--- src/rtl/prime_pkg.sv ---
// Shared types and constants for the trial-division primality tester.
// Optional feature macro used by prime_check: PRIME_CHECK_ODD_SKIP_EN.
package prime_pkg;

  localparam int WIDTH_DEF = 16;
  localparam int D_START   = 2;

  typedef enum logic [1:0] {
    IDLE,
    ISSUE,
    WAIT,
    DONE
  } state_t;

endpackage

--- src/rtl/prime_check_if.sv ---
// Request/result bundle between the prime generator loop (master) and prime_check (slave).
interface prime_check_if #(parameter int WIDTH = prime_pkg::WIDTH_DEF);

  logic             go;
  logic [WIDTH-1:0] n;
  logic             ready;
  logic             is_prime;
  logic [WIDTH-1:0] factor;
  logic [WIDTH-1:0] ndiv;
  logic             error;

  modport master (
    output go, n,
    input  ready, is_prime, factor, ndiv, error
  );

  modport slave (
    input  go, n,
    output ready, is_prime, factor, ndiv, error
  );

endinterface

--- src/rtl/prime_check_divmod.sv ---
// Unsigned restoring divider, one quotient bit per cycle, go/ready handshake.
// Divide by zero still completes, with error raised.
module divmod #(
  parameter int DATA_W = 16
) (
  input  logic              clk,
  input  logic              rst,
  input  logic              go,
  input  logic [DATA_W-1:0] a,
  input  logic [DATA_W-1:0] b,
  output logic              ready,
  output logic [DATA_W-1:0] q,
  output logic [DATA_W-1:0] r,
  output logic              error
);

  localparam int CNT_W = $clog2(DATA_W + 1);

  logic [DATA_W-1:0] quo;
  logic [DATA_W-1:0] rem;
  logic [DATA_W-1:0] dvs;
  logic [CNT_W-1:0]  cnt;
  logic              ready_q;
  logic              err_q;
  logic [DATA_W:0]   trial;
  logic              take;
  logic              accept;

  assign accept = ready_q && go;
  assign trial  = {rem, quo[DATA_W-1]};
  assign take   = (trial >= {1'b0, dvs});

  always_ff @(posedge clk) begin
    if (rst) begin
      ready_q <= 1'b1;
      cnt     <= '0;
      err_q   <= 1'b0;
    end else if (accept) begin
      ready_q <= 1'b0;
      cnt     <= CNT_W'(DATA_W);
      err_q   <= (b == '0);
    end else if (!ready_q) begin
      cnt <= cnt - CNT_W'(1);
      if (cnt == CNT_W'(1)) ready_q <= 1'b1;
    end
  end

  // Operands and partial results carry no reset; they are only read once ready returns.
  always_ff @(posedge clk) begin
    if (accept) begin
      quo <= a;
      rem <= '0;
      dvs <= b;
    end else if (!ready_q) begin
      rem <= DATA_W'(take ? (trial - {1'b0, dvs}) : trial);
      quo <= {quo[DATA_W-2:0], take};
    end
  end

  assign ready = ready_q;
  assign q     = quo;
  assign r     = rem;
  assign error = err_q;

endmodule

--- src/rtl/prime_check.sv ---
// Sequential trial-division primality tester driving one divmod instance.
// Build macro PRIME_CHECK_ODD_SKIP_EN: divisors 2,3,5,7,... instead of 2,3,4,5,...
module prime_check
  import prime_pkg::*;
#(
  parameter int WIDTH = WIDTH_DEF
) (
  input  logic           clk,
  input  logic           rst,
  prime_check_if.slave   bus
);

  localparam logic [WIDTH-1:0] D_INIT = WIDTH'(D_START);

  state_t           state;
  logic [WIDTH-1:0] n_q;
  logic [WIDTH-1:0] d_q;
  logic [WIDTH-1:0] ndiv_q;
  logic [WIDTH-1:0] factor_q;
  logic [WIDTH-1:0] res_factor;
  logic             ready_q;
  logic             is_prime_q;
  logic             error_q;
  logic             res_prime;
  logic             dm_go;
  logic             wait_first;

  logic             dm_rst;
  logic             dm_ready;
  logic             dm_error;
  logic [WIDTH-1:0] dm_q;
  logic [WIDTH-1:0] dm_r;

  logic             accept;
  logic             eval;
  logic             advance;

  function automatic logic [WIDTH-1:0] next_div(input logic [WIDTH-1:0] d);
`ifdef PRIME_CHECK_ODD_SKIP_EN
    return (d == D_INIT) ? d + WIDTH'(1) : d + WIDTH'(2);
`else
    return d + WIDTH'(1);
`endif
  endfunction

  assign dm_rst  = ~rst;
  assign accept  = (state == IDLE) && bus.go;
  // The first WAIT cycle still sees the divider's ready from before it took the pulse.
  assign eval    = (state == WAIT) && !wait_first && dm_ready;
  assign advance = eval && !dm_error && !(dm_q < d_q) && (dm_r != '0);

  divmod #(.DATA_W(WIDTH)) u_divmod (
    .clk   (clk),
    .rst   (dm_rst),
    .go    (dm_go),
    .a     (n_q),
    .b     (d_q),
    .ready (dm_ready),
    .q     (dm_q),
    .r     (dm_r),
    .error (dm_error)
  );

  always_ff @(posedge clk or negedge rst) begin
    if (!rst) begin
      state      <= IDLE;
      ready_q    <= 1'b1;
      is_prime_q <= 1'b0;
      factor_q   <= '0;
      ndiv_q     <= '0;
      error_q    <= 1'b0;
      res_prime  <= 1'b0;
      res_factor <= '0;
      dm_go      <= 1'b0;
      wait_first <= 1'b0;
    end else begin
      dm_go <= 1'b0;
      case (state)
        IDLE: begin
          if (bus.go) begin
            ready_q    <= 1'b0;
            ndiv_q     <= '0;
            error_q    <= 1'b0;
            res_prime  <= 1'b0;
            res_factor <= '0;
            state      <= (bus.n < D_INIT) ? DONE : ISSUE;
          end
        end
        ISSUE: begin
          dm_go      <= 1'b1;
          ndiv_q     <= ndiv_q + WIDTH'(1);
          wait_first <= 1'b1;
          state      <= WAIT;
        end
        WAIT: begin
          wait_first <= 1'b0;
          if (eval) begin
            if (dm_error) begin
              error_q <= 1'b1;
              state   <= DONE;
            end else if (dm_q < d_q) begin
              res_prime <= 1'b1;
              state     <= DONE;
            end else if (dm_r == '0) begin
              res_factor <= d_q;
              state      <= DONE;
            end else begin
              state <= ISSUE;
            end
          end
        end
        DONE: begin
          ready_q    <= 1'b1;
          is_prime_q <= res_prime;
          factor_q   <= res_factor;
          state      <= IDLE;
        end
        default: state <= IDLE;
      endcase
    end
  end

  // Candidate and divisor are datapath registers, loaded only under FSM control.
  always_ff @(posedge clk) begin
    if (accept) begin
      n_q <= bus.n;
      d_q <= D_INIT;
    end else if (advance) begin
      d_q <= next_div(d_q);
    end
  end

  assign bus.ready    = ready_q;
  assign bus.is_prime = is_prime_q;
  assign bus.factor   = factor_q;
  assign bus.ndiv     = ndiv_q;
  assign bus.error    = error_q;

endmodule
--- src/flat_wrapper.sv ---
// flat-port wrapper written by rule: the top's interface ports become plain ports
module prime_check_flat import prime_pkg::*;
#(
  parameter int WIDTH = WIDTH_DEF
)
  (clk, rst, bus_go, bus_n, bus_ready, bus_is_prime, bus_factor, bus_ndiv, bus_error);
  prime_check_if #(.WIDTH(WIDTH)) bus_i ();
  input  logic clk;
  input  logic rst;
  input wire logic [$bits(bus_i.go)-1:0] bus_go;
  input wire logic [$bits(bus_i.n)-1:0] bus_n;
  output wire logic [$bits(bus_i.ready)-1:0] bus_ready;
  output wire logic [$bits(bus_i.is_prime)-1:0] bus_is_prime;
  output wire logic [$bits(bus_i.factor)-1:0] bus_factor;
  output wire logic [$bits(bus_i.ndiv)-1:0] bus_ndiv;
  output wire logic [$bits(bus_i.error)-1:0] bus_error;
  assign bus_i.go = bus_go;
  assign bus_i.n = bus_n;
  assign bus_ready = bus_i.ready;
  assign bus_is_prime = bus_i.is_prime;
  assign bus_factor = bus_i.factor;
  assign bus_ndiv = bus_i.ndiv;
  assign bus_error = bus_i.error;
  prime_check #(.WIDTH(WIDTH)) u_core (.clk(clk), .rst(rst), .bus(bus_i));
endmodule
--- config.mk ---
export PLATFORM = sky130hd
export DESIGN_NAME = prime_check_flat
export DESIGN_NICKNAME = d
export VERILOG_FILES = /design/src/rtl/prime_pkg.sv /design/src/rtl/prime_check_if.sv /design/src/rtl/prime_check_divmod.sv /design/src/rtl/prime_check.sv /design/src/flat_wrapper.sv
export SDC_FILE = /design/constraint.sdc
export NUM_CORES = 1
export LEC_CHECK = 0
export CAP_MARGIN = 20
export CORE_MARGIN = 2
export CORE_UTILIZATION = 50
export CTS_CLUSTER_SIZE = 14
export DETAILED_ROUTE_END_ITERATION = 8
export PLACE_DENSITY = 0.8
export SLEW_MARGIN = 30
export SYNTH_ARGS = -nofsm -noshare
export SYNTH_HDL_FRONTEND = slang
export SYNTH_SLANG_ARGS = --single-unit
--- constraint.sdc ---
create_clock -name clk -period 3.3 [get_ports clk]
set_clock_uncertainty 0.2 [all_clocks]
set_input_delay 0.66 -clock clk [delete_from_list [all_inputs] [get_ports clk]]
set_output_delay 0.66 -clock clk [all_outputs]
set_load 0.005 [all_outputs]
==> run summary, run 1 <==
Clock-pin transition on the worst setup and hold timing paths = 60 ps
Post-synth top area share = 19.5%
Residual DRC = 0
Compound-Gate Fraction of Synth Area = 13.2%
GRT overflow = 0
Routed WL = 17,400 um
Die area = 15,800 um2
Initial antenna violation count = 0
Syn Nets = 752
Synth Area in Simple Gates = 16.6%
Maximum vdd ir drop = 0.644 mV
Fin area = 8720 um2
Post-synthesis adder-cell area fraction = 7.03%
Syn avg cell area = 10.7 um2
Nets@finish = 805
# rows = 44
Post-CTS Setup Inserts = 0
Yosys warns = 0
Final setup vio count = 0
Drt wl/cell = 18.5 um
Worst-path maximum fanout = 16
Critical path cell sequence = inv_1, ha_1, a211o_1, a31oi_1, o21ai_1, a211oi_2, buf_4, nor3_1, mux2_1
Post-DP HPWL = 12,100 um
Pwr/cell area = 888 nW/um2
Post-synthesis mux area share = 6.95%
Detail Route Antenna Nets = 0
Setup tns final = 0 ps
Initial core utilization = 51.1%
Post-synthesis cell type count = 70
Setup crit start kind = register
# diodes = 0
Max Buffers Root-to-Sink = 2
CTS tree = yes
Sequential Area = 3620 um2
CP Data Required Time = 3400 ps
Fin crit share = 87.8%
Routed vias = 5,762
Final hold viol count = 0
Critical path endpoint category = register
Fraction of layout cells with a size suffix above 1 = 12.4%
Core area = 14,500 um2
Worst path max stage delay = 570 ps
Clk sinks = 143
Main synth FF type = dfrtp_1
RSZ-0062 raised after global routing = no
XOR/XNOR Fraction of Synth Area = 2.60%
Fill cell count = 1,188
Worst-Skew Late Latency = 420 ps
First-pass GRT wire length = 28,900 um
Via-to-Cell Ratio = 6.12
Top area cells in the synthesized netlist = edfxtp_1, dfrtp_1, dfxtp_1, ha_1, mux2_2
Num ports = 54
Main combinational cell family by area after synthesis = simple AND/OR/NAND/NOR gates
Synth-to-Final Area Change = 17.7%
Leakage = 3.56 nW
Min Tclk post-route = 2900 ps
Synthesized area = 7400 um2
GP Congestion = 0.941
CTS Buf Count = 17
Area of the multi-input gates = 3440 um2
Final Max Tran Viols = 0
Hold-fix buffers at CTS = 0
Worst min path class = input pin to async pin
Worst-Margin Slew = 895 ps
Crit path kind = register to register
EDFF count, synth = 48
DRT iter0 DRCs = 383
Rel. slew slack = 40.4%
Max-cap viol count = 0
Die Height = 126 um
Syn Inst Count = 692
Largest net degree at the start of global routing = 64
Die X = 126 um
Clk root buf = clkbuf_16
GRT Util Overall = 22.7%
Post_cts resized = 0
Seq/Total Area, Yosys = 49.0%
Critical path's slowest cell = dfxtp_1
1st-pass router iterations = 5
#FFs+latches synth = 143
Vias in the first global route = 5,836
Post-synth ARST share = 39.2%
Crit path arrival time = 3000 ps
Fmax = 0.345 GHz
Yosys top cell by area = edfxtp_1
CTS HTree Levels = 4
I/O Buffers = 53
Placed inst area = 8100 um2
Status = finished, final reports clean
==> synthesized netlist by cell type (4+ instances only) <==
master and n:
a21o_1 9, a21oi_1 28, a22o_1 16, a31oi_1 4
a32oi_1 4, and2_1 6, and3_1 7, buf_2 7
clkbuf_1 20, dfrtp_1 55, dfxtp_1 39, edfxtp_1 48
ha_1 40, inv_1 46, mux2_2 34, mux2i_1 12
nand2_1 53, nand2b_1 9, nand3_1 20, nand4_1 17
nand4b_1 12, nor2_1 39, nor2b_1 9, nor3_1 15
nor4_1 12, nor4b_1 5, o211ai_1 4, o21a_1 5
o21ai_0 13, o22ai_1 4, o311ai_0 6, o31ai_1 11
or3_1 4, or4_1 5, xnor2_1 9, xor2_1 13
==> cell families after synthesis <==
| kind of cell | after synthesis |
|---|---|
| compound gates | 134 |
| flops | 143 |
| xor+xnor | 22 |
| simple gates | 225 |
| mux | 47 |
| buf+inv | 80 |
| fa+ha+maj | 41 |
==> layout make-up <==
type                            instances  share of cell area [%]
Clock buffer                           21                    5.64
Sequential cell                       143                    41.6
Timing Repair Buffer                   67                    7.24
Multi-Input combinational cell        469                    39.4
Tap cell                              184                    2.64
Inverter                               47                    2.02
Clock inverter                         11                    1.45
==> metal layers <==
metal  part of all wire [%]  track usage [%]
met5                      0                0
met4                    3.0             9.48
met3                    4.8             4.89
met2                     50             38.4
met1                     43             28.2
==> critical path, delay by kind of cell, from the launching register on <==
| kind | cells | cell delay, ps |
|---|---|---|
| fa+ha+maj | 1 | 240 |
| simple gates | 1 | 80 |
| mux | 1 | 310 |
| buf+inv | 2 | 410 |
| flops | 1 | 570 |
| compound gates | 4 | 960 |
==> path summary, 6_finish.rpt <==
path | to | slack (ps) | start | cells past startpoint
max in group asynchronous | u_core.state[0]$_DFFE_PN0P_ | 2140 | rst | 2
min in group clk | u_core.res_factor[8]$_DFFE_PN0P_ | 300 | u_core.res_factor[8]$_DFFE_PN0P_ | 1
max reg2reg | u_core.d_q[6]$_SDFFE_PP0P_ | 400 | u_core.d_q[3]$_SDFFE_PP0P_ | 9
min reg2reg | u_core.res_factor[8]$_DFFE_PN0P_ | 300 | u_core.res_factor[8]$_DFFE_PN0P_ | 1
min | u_core.state[1]$_DFFE_PN0P_ | 280 | rst | 2
max | u_core.d_q[6]$_SDFFE_PP0P_ | 400 | u_core.d_q[3]$_SDFFE_PP0P_ | 9
==> per-stage QoR <==
stage	setup WS, ps	utilization (%)	hold slack [ps]	power (W)	instances
2_1_floorplan	683	-	164	0.00488	692
3_3_place_gp	423	55.9	280	0.00555	910
3_5_place_dp	399	55.9	284	0.00572	910
4_1_cts	439	60.2	277	0.00772	942
5_1_grt	255	60.2	328	0.00820	942
6_report	402	60.2	281	0.00774	942
==> where the power goes <==
part | total (W) | switching (W) | internal, W | leakage, nW
Combinational | 0.00314 | 0.00193 | 0.00121 | 1.73
Clock | 0.00196 | 0.000742 | 0.00122 | 0.302
Sequential | 0.00263 | 0.000324 | 0.00231 | 1.53
==> flip-flops by register name (all words and copies together) (netlist names), 2 cells and up <==
name                 cells
u_core.bus.factor       16
u_core.u_divmod.dvs     16
u_core.n_q              16
u_core.u_divmod.r       16
u_core.u_divmod.cnt      5
u_core.state             2
u_core.bus.ndiv         16
u_core.u_divmod.q       16
u_core.res_factor       16
u_core.d_q              16
==> cells in the final DEF (no fill, tap or decap), types with 13 or more instances in the layout <==
cell and n:
dfrtp_1 55, nand2_1 53, clkdlybuf4s50_1 52, edfxtp_1 48
inv_1 46, ha_1 40, nor2_1 39, dfxtp_1 39
mux2_2 34, a21oi_1 28, nand3_1 20, clkbuf_16 18
nand4_1 17, a22o_1 16, nor3_1 15, buf_4 14
o21ai_0 13, xor2_1 13
Note: power is estimated with default switching activity, not from simulation.
==> run 2: changes to the inputs <==
==> constraint.sdc (replaced) <==
create_clock -name clk -period 3.3 [get_ports clk]
set_clock_uncertainty 0.2 [all_clocks]
set_input_delay 0.495 -clock clk [delete_from_list [all_inputs] [get_ports clk]]
set_output_delay 0.495 -clock clk [all_outputs]
set_load 0.005 [all_outputs]
==> run summary, run 2 (same netlist as run 1, synthesis figures left out) <==
Status = finished, final reports clean
Die Height = 126 um (unchanged)
Final setup vio count = 0 (unchanged)
CTS HTree Levels = 4 (unchanged)
RSZ-0062 raised after global routing = no
Clock-pin transition on the worst setup and hold timing paths = 60 ps (about the same)
First-pass GRT wire length = 29,000 um (+0.65%)
Post_cts resized = 0 (unchanged)
Fmax = 0.341 GHz (-1.3%)
CTS tree = yes
Largest net degree at the start of global routing = 48 (-25%)
Residual DRC = 0 (unchanged)
Clk sinks = 143 (unchanged)
Worst-path maximum fanout = 10 (-6)
Min Tclk post-route = 2940 ps (+38.4 ps)
Die X = 126 um (unchanged)
Vias in the first global route = 5,851 (+0.26%)
Worst-Margin Slew = 899 ps (+4.98 ps)
Final hold viol count = 0 (unchanged)
Setup crit start kind = register
Num ports = 54 (unchanged)
Final Max Tran Viols = 0 (unchanged)
Fin crit share = 89.0% (+1.2 points)
Routed WL = 17,600 um (+1.4%)
Pwr/cell area = 878 nW/um2 (-1.1%)
Via-to-Cell Ratio = 6.04 (-1.3%)
# diodes = 0 (unchanged)
Critical path endpoint category = register
Crit path kind = register to register
Initial core utilization = 51.1% (unchanged)
Detail Route Antenna Nets = 0 (unchanged)
CTS Buf Count = 17 (unchanged)
Nets@finish = 810 (+0.62%)
Post-DP HPWL = 12,200 um (+0.26%)
Drt wl/cell = 18.6 um (+0.88%)
Routed vias = 5,720 (-0.73%)
Setup tns final = 0 ps (unchanged)
# rows = 44 (unchanged)
Core area = 14,500 um2 (unchanged)
GP Congestion = 0.918 (-2.4%)
Worst-Skew Late Latency = 430 ps (about the same)
Commonest non-fill, non-tap cell in the layout = dfrtp_1
Worst min path class = register to register
Commonest cells after routing, fill and taps aside = dfrtp_1, nand2_1, clkdlybuf4s50_1
GRT overflow = 0 (unchanged)
Synth-to-Final Area Change = 18.0%
Leakage = 3.58 nW (+0.40%)
Clk root buf = clkbuf_16
DRT iter0 DRCs = 520 (+36%)
Rel. slew slack = 40.0% (-0.33 points)
CP Data Required Time = 3400 ps (about the same)
I/O Buffers = 53 (unchanged)
Crit path arrival time = 3040 ps (+40 ps)
GRT Util Overall = 23.1% (+0.38 points)
Maximum vdd ir drop = 0.499 mV (-23%)
Hold Slack = 299 ps (+18.7 ps)
1st-pass router iterations = 6 (+1)
Fraction of layout cells with a size suffix above 1 = 12.6% (+0.18 points)
Initial antenna violation count = 0 (unchanged)
Max Buffers Root-to-Sink = 2 (unchanged)
Die area = 15,800 um2 (unchanged)
Max-cap viol count = 0 (unchanged)
## run 2: cell types whose count changed in the layout (fill, tap and decap cells not counted), sizes merged
cell and delta:
dlygate4sd3 +1, bufinv -2, buf +4, clkbuf +2
## run 2: timing repair
| action | 4_1_cts | 5_1_grt |
|---|---|---|
| buffers inserted | 0 | 0 |
| endpoints found under the hold margin | 8 | 0 |
| hold buffers | 1 | 0 |
## run 2: through the flow
| stage | total power, W | cells | utilization (%) | instance area, um2 | setup WS, ps |
|---|---|---|---|---|---|
| final | 0.00767 | 947 | 60.3 | 8740 | 364 |
| after global routing | 0.00815 | 947 | 60.3 | 8740 | 217 |
| after CTS | 0.00764 | 947 | 60.3 | 8740 | 382 |
| after detailed placement | 0.00569 | 914 | 56.1 | 8130 | 397 |
| after global placement | 0.00555 | 914 | 56.1 | 8130 | 496 |
| after floorplan | 0.00488 | 692 | - | 7400 | 683 |
## run 2: worst paths after layout
path,startpoint,end,slack [ps],depth (start not counted)
setup / recovery,u_core.d_q[2]$_SDFFE_PP0P_,u_core.d_q[6]$_SDFFE_PP0P_,360,9
hold / removal,u_core.res_prime$_DFFE_PN0P_,u_core.res_prime$_DFFE_PN0P_,300,1
setup reg to reg,u_core.d_q[2]$_SDFFE_PP0P_,u_core.d_q[6]$_SDFFE_PP0P_,360,9
hold reg to reg,u_core.res_prime$_DFFE_PN0P_,u_core.res_prime$_DFFE_PN0P_,300,1
max in group asynchronous,rst,u_core.bus.factor[6]$_DFFE_PN0P_,1660,3
min in group asynchronous,rst,u_core.state[1]$_DFFE_PN0P_,330,2
## run 2: cell type report
type / instances / area [um2]
clock buffers: 23 / 533
repair buffers: 72 / 671
inverters: 47 / 176
multi-input cells: 469 / 3440
well taps: 184 / 230
clock inverters: 9 / 66.3
fillers: 1176 / 5740
flip-flops and latches: 143 / 3620
## run 2: critical path, cell delays in order (launching register included)
cell      delay [ps]
dfxtp_1          500
inv_1             90
ha_1             300
a211o_1          290
a31oi_1          140
o21ai_1          130
a211oi_2         500
buf_4            260
nor3_1            70
mux2_1           320
## run 2: where the power goes
group          switching [W]  internal, W  total [W]
Sequential          0.000306      0.00231    0.00261
Clock               0.000771      0.00115    0.00192
Combinational        0.00193      0.00121    0.00314
## run 2: per-layer routing
metal	vias to the layer above	GRT usage (%)	share of wire [%]	routed length [um]
met5	-	0	0	0
met4	0	9.28	2.3	413
met3	35	4.89	5.6	995
met2	188	38.8	51	8930
met1	2811	29.2	41	7290
li1	2686	-	-	-
==> run 3: changes to the inputs <==
- clock period: 3.3 -> 3 ns (I/O delays scaled with it)
==> run summary, run 3 (same netlist as run 1, synthesis figures left out) <==
Largest net degree at the start of global routing = 44 (-8.3%)
Fill cell count = 1,155 (-1.8%)
Initial core utilization = 51.1% (unchanged)
Worst path bufs/invs = 0 (-2)
Crit path kind = register to register
RSZ-0062 raised after global routing = no
Routed WL = 17,800 um (+1.1%)
Seq pwr share = 33.6% (-0.5 points)
Critical path endpoint category = register
CP Data Required Time = 3160 ps (-240 ps)
Max Buffers Root-to-Sink = 2 (unchanged)
Setup Slack @ Placement = 216 ps (-181 ps)
Rel. slew slack = 44.7% (+4.6 points)
Top delay family on crit path = compound AO/OA/AOI/OAI gates
Leakage = 3.61 nW (+0.84%)
Nets@finish = 821 (+1.4%)
Worst path max stage delay = 510 ps (about the same)
Worst min path class = register to register
Reg2reg path depth = 7 (-2)
Detail Route Antenna Nets = 0 (unchanged)
Clock-pin transition on the worst setup and hold timing paths = 60 ps (about the same)
Commonest cells after routing, fill and taps aside = dfrtp_1, nand2_1, clkdlybuf4s50_1
Status = finished, final reports clean
Setup tns final = 0 ps (unchanged)
Num ports = 54 (unchanged)
Maximum vdd ir drop = 0.650 mV (+30%)
GRT overflow = 0 (unchanged)
Initial antenna violation count = 0 (unchanged)
First-pass GRT wire length = 29,600 um (+1.9%)
Clock power frac = 24.0% (-1.0 points)
Critical path's slowest cell = a211oi_2
Critical path cell sequence = ha_1, a211o_1, a31oi_1, o21ai_1, a211oi_2, o32a_2, a22o_1
Worst-path maximum fanout = 16 (+6)
Setup crit start kind = register
DRT iter0 DRCs = 572 (+10%)
Pwr/cell area = 972 nW/um2 (+11%)
Fin util = 60.7% (+0.39 points)
Die area = 15,800 um2 (unchanged)
Hold Path End = u_core.res_prime$_DFFE_PN0P_
Post-DP HPWL = 12,500 um (+3.0%)
Residual DRC = 0 (unchanged)
Via-to-Cell Ratio = 6.03 (-0.16%)
I/O Buffers = 53 (unchanged)
CTS HTree Levels = 4 (unchanged)
Vias in the first global route = 5,928 (+1.3%)
Internal Power = 0.00518 W (+11%)
Final hold viol count = 0 (unchanged)
Worst-Skew Late Latency = 430 ps (about the same)
Fmax = 0.358 GHz (+5.1%)
Drt wl/cell = 18.6 um (about the same)
Routed vias = 5,777 (+1.0%)
Comb power frac = 42.4% (+1.5 points)
R2R Path End = u_core.res_factor[2]$_DFFE_PN0P_
Final worst slack = 207 ps (-157 ps)
Clk sinks = 143 (unchanged)
Fin crit share = 93.1% (+4.1 points)
Switching share of total power = 39.3% (+0.18 points)
Cells on Worst Hold Path = 1 (unchanged)
# rows = 44 (unchanged)
P_sw = 0.00336 W (+12%)
Post_cts resized = 0 (unchanged)
Crit path arrival time = 2950 ps (-90 ps)
Final setup vio count = 0 (unchanged)
Core area = 14,500 um2 (unchanged)
Clk root buf = clkbuf_16
Synth-to-Final Area Change = 18.8%
GP Congestion = 0.976 (+6.4%)
Hold Path Origin = u_core.res_prime$_DFFE_PN0P_
1st-pass router iterations = 5 (-1)
Post-CTS Setup Inserts = 0 (unchanged)
Die X = 126 um (unchanged)
Max-cap viol count = 0 (unchanged)
Die Height = 126 um (unchanged)
Final Max Tran Viols = 0 (unchanged)
Fraction of layout cells with a size suffix above 1 = 13.6% (+0.98 points)
FF-to-FF Start = u_core.u_divmod.q[2]$_DFFE_PP_
CTS Buf Count = 17 (unchanged)
Worst-Margin Slew = 830 ps (-69.4 ps)
CTS tree = yes
Commonest non-fill, non-tap cell in the layout = dfrtp_1
Min Tclk post-route = 2790 ps (-143 ps)
# diodes = 0 (unchanged)
Worst reg-to-reg setup slack = 210 ps (-160 ps)
GRT Util Overall = 23.4% (+0.30 points)
[run 3: changes by cell type in the layout (fill, tap and decap cells not counted)]
| cell | before | now |
|---|---|---|
| buf_4 | 18 | 29 |
| bufinv_16 | 0 | 2 |
| clkbuf_1 | 2 | 1 |
| clkbuf_16 | 21 | 17 |
| clkinv_1 | 1 | 4 |
| clkinv_2 | 2 | 1 |
| clkinv_4 | 2 | 3 |
| clkinvlp_4 | 2 | 4 |
| inv_4 | 1 | 0 |
| inv_6 | 2 | 0 |
| inv_8 | 0 | 1 |
[run 3: power by group through the flow]
| stage | Clock (W) | Combinational [W] | Sequential (W) |
|---|---|---|---|
| finish | 0.00206 | 0.00362 | 0.00287 |
| global route | 0.00215 | 0.00398 | 0.00291 |
| CTS | 0.00207 | 0.00357 | 0.00286 |
| detailed placement | 0 | 0.00352 | 0.00289 |
| global placement | 0 | 0.00338 | 0.00287 |
| floorplan | 0 | 0.00259 | 0.00278 |
[run 3: final cells by class]
| type | instances | area (um2) | area share (%) |
|---|---|---|---|
| multi-input cells | 469 | 3440 | 39.1 |
| repair buffers | 83 | 753 | 8.57 |
| well taps | 184 | 230 | 2.62 |
| inverters | 47 | 176 | 2.01 |
| flip-flops and latches | 143 | 3620 | 41.2 |
| clock buffers | 18 | 429 | 4.88 |
| clock inverters | 14 | 144 | 1.64 |
[run 3: worst max-delay path by stage]
stage                                   start                                 to  slack [ps]  cells past startpoint
2_1_floorplan      u_core.d_q[5]$_SDFFE_PP0P_         u_core.d_q[6]$_SDFFE_PP0P_         380                     10
3_3_place_gp       u_core.d_q[7]$_SDFFE_PP0P_  u_core.res_factor[11]$_DFFE_PN0P_         320                      8
3_5_place_dp       u_core.d_q[7]$_SDFFE_PP0P_   u_core.res_factor[4]$_DFFE_PN0P_         220                      8
4_1_cts            u_core.d_q[7]$_SDFFE_PP0P_   u_core.res_factor[2]$_DFFE_PN0P_         230                      8
5_1_grt            u_core.d_q[7]$_SDFFE_PP0P_   u_core.res_factor[2]$_DFFE_PN0P_           4                      8
6_report       u_core.u_divmod.q[2]$_DFFE_PP_   u_core.res_factor[2]$_DFFE_PN0P_         210                      7
[run 3: what timing repair did]
item                                    4_1_cts  5_1_grt
endpoints found under the hold margin        14        0
hold buffers                                  1        0
endpoints found under the setup margin        0        0
[run 3: routing by layer]
layer / routed length, um / global-route usage [%]
met3: 864 / 4.84
met1: 7680 / 29.4
met2: 8880 / 39.5
met4: 416 / 9.35
met5: 0 / 0
[run 3: metrics by stage]
| stage | std cells | cell area, um2 | hold WS (ps) | power [W] |
|---|---|---|---|---|
| after global routing | 958 | 8790 | 313 | 0.00904 |
| after detailed placement | 925 | 8210 | 275 | 0.00642 |
| after CTS | 958 | 8790 | 293 | 0.00850 |
| after global placement | 925 | 8210 | 282 | 0.00625 |
| after floorplan | 692 | 7400 | -45.6 | 0.00536 |
| final | 958 | 8790 | 300 | 0.00855 |
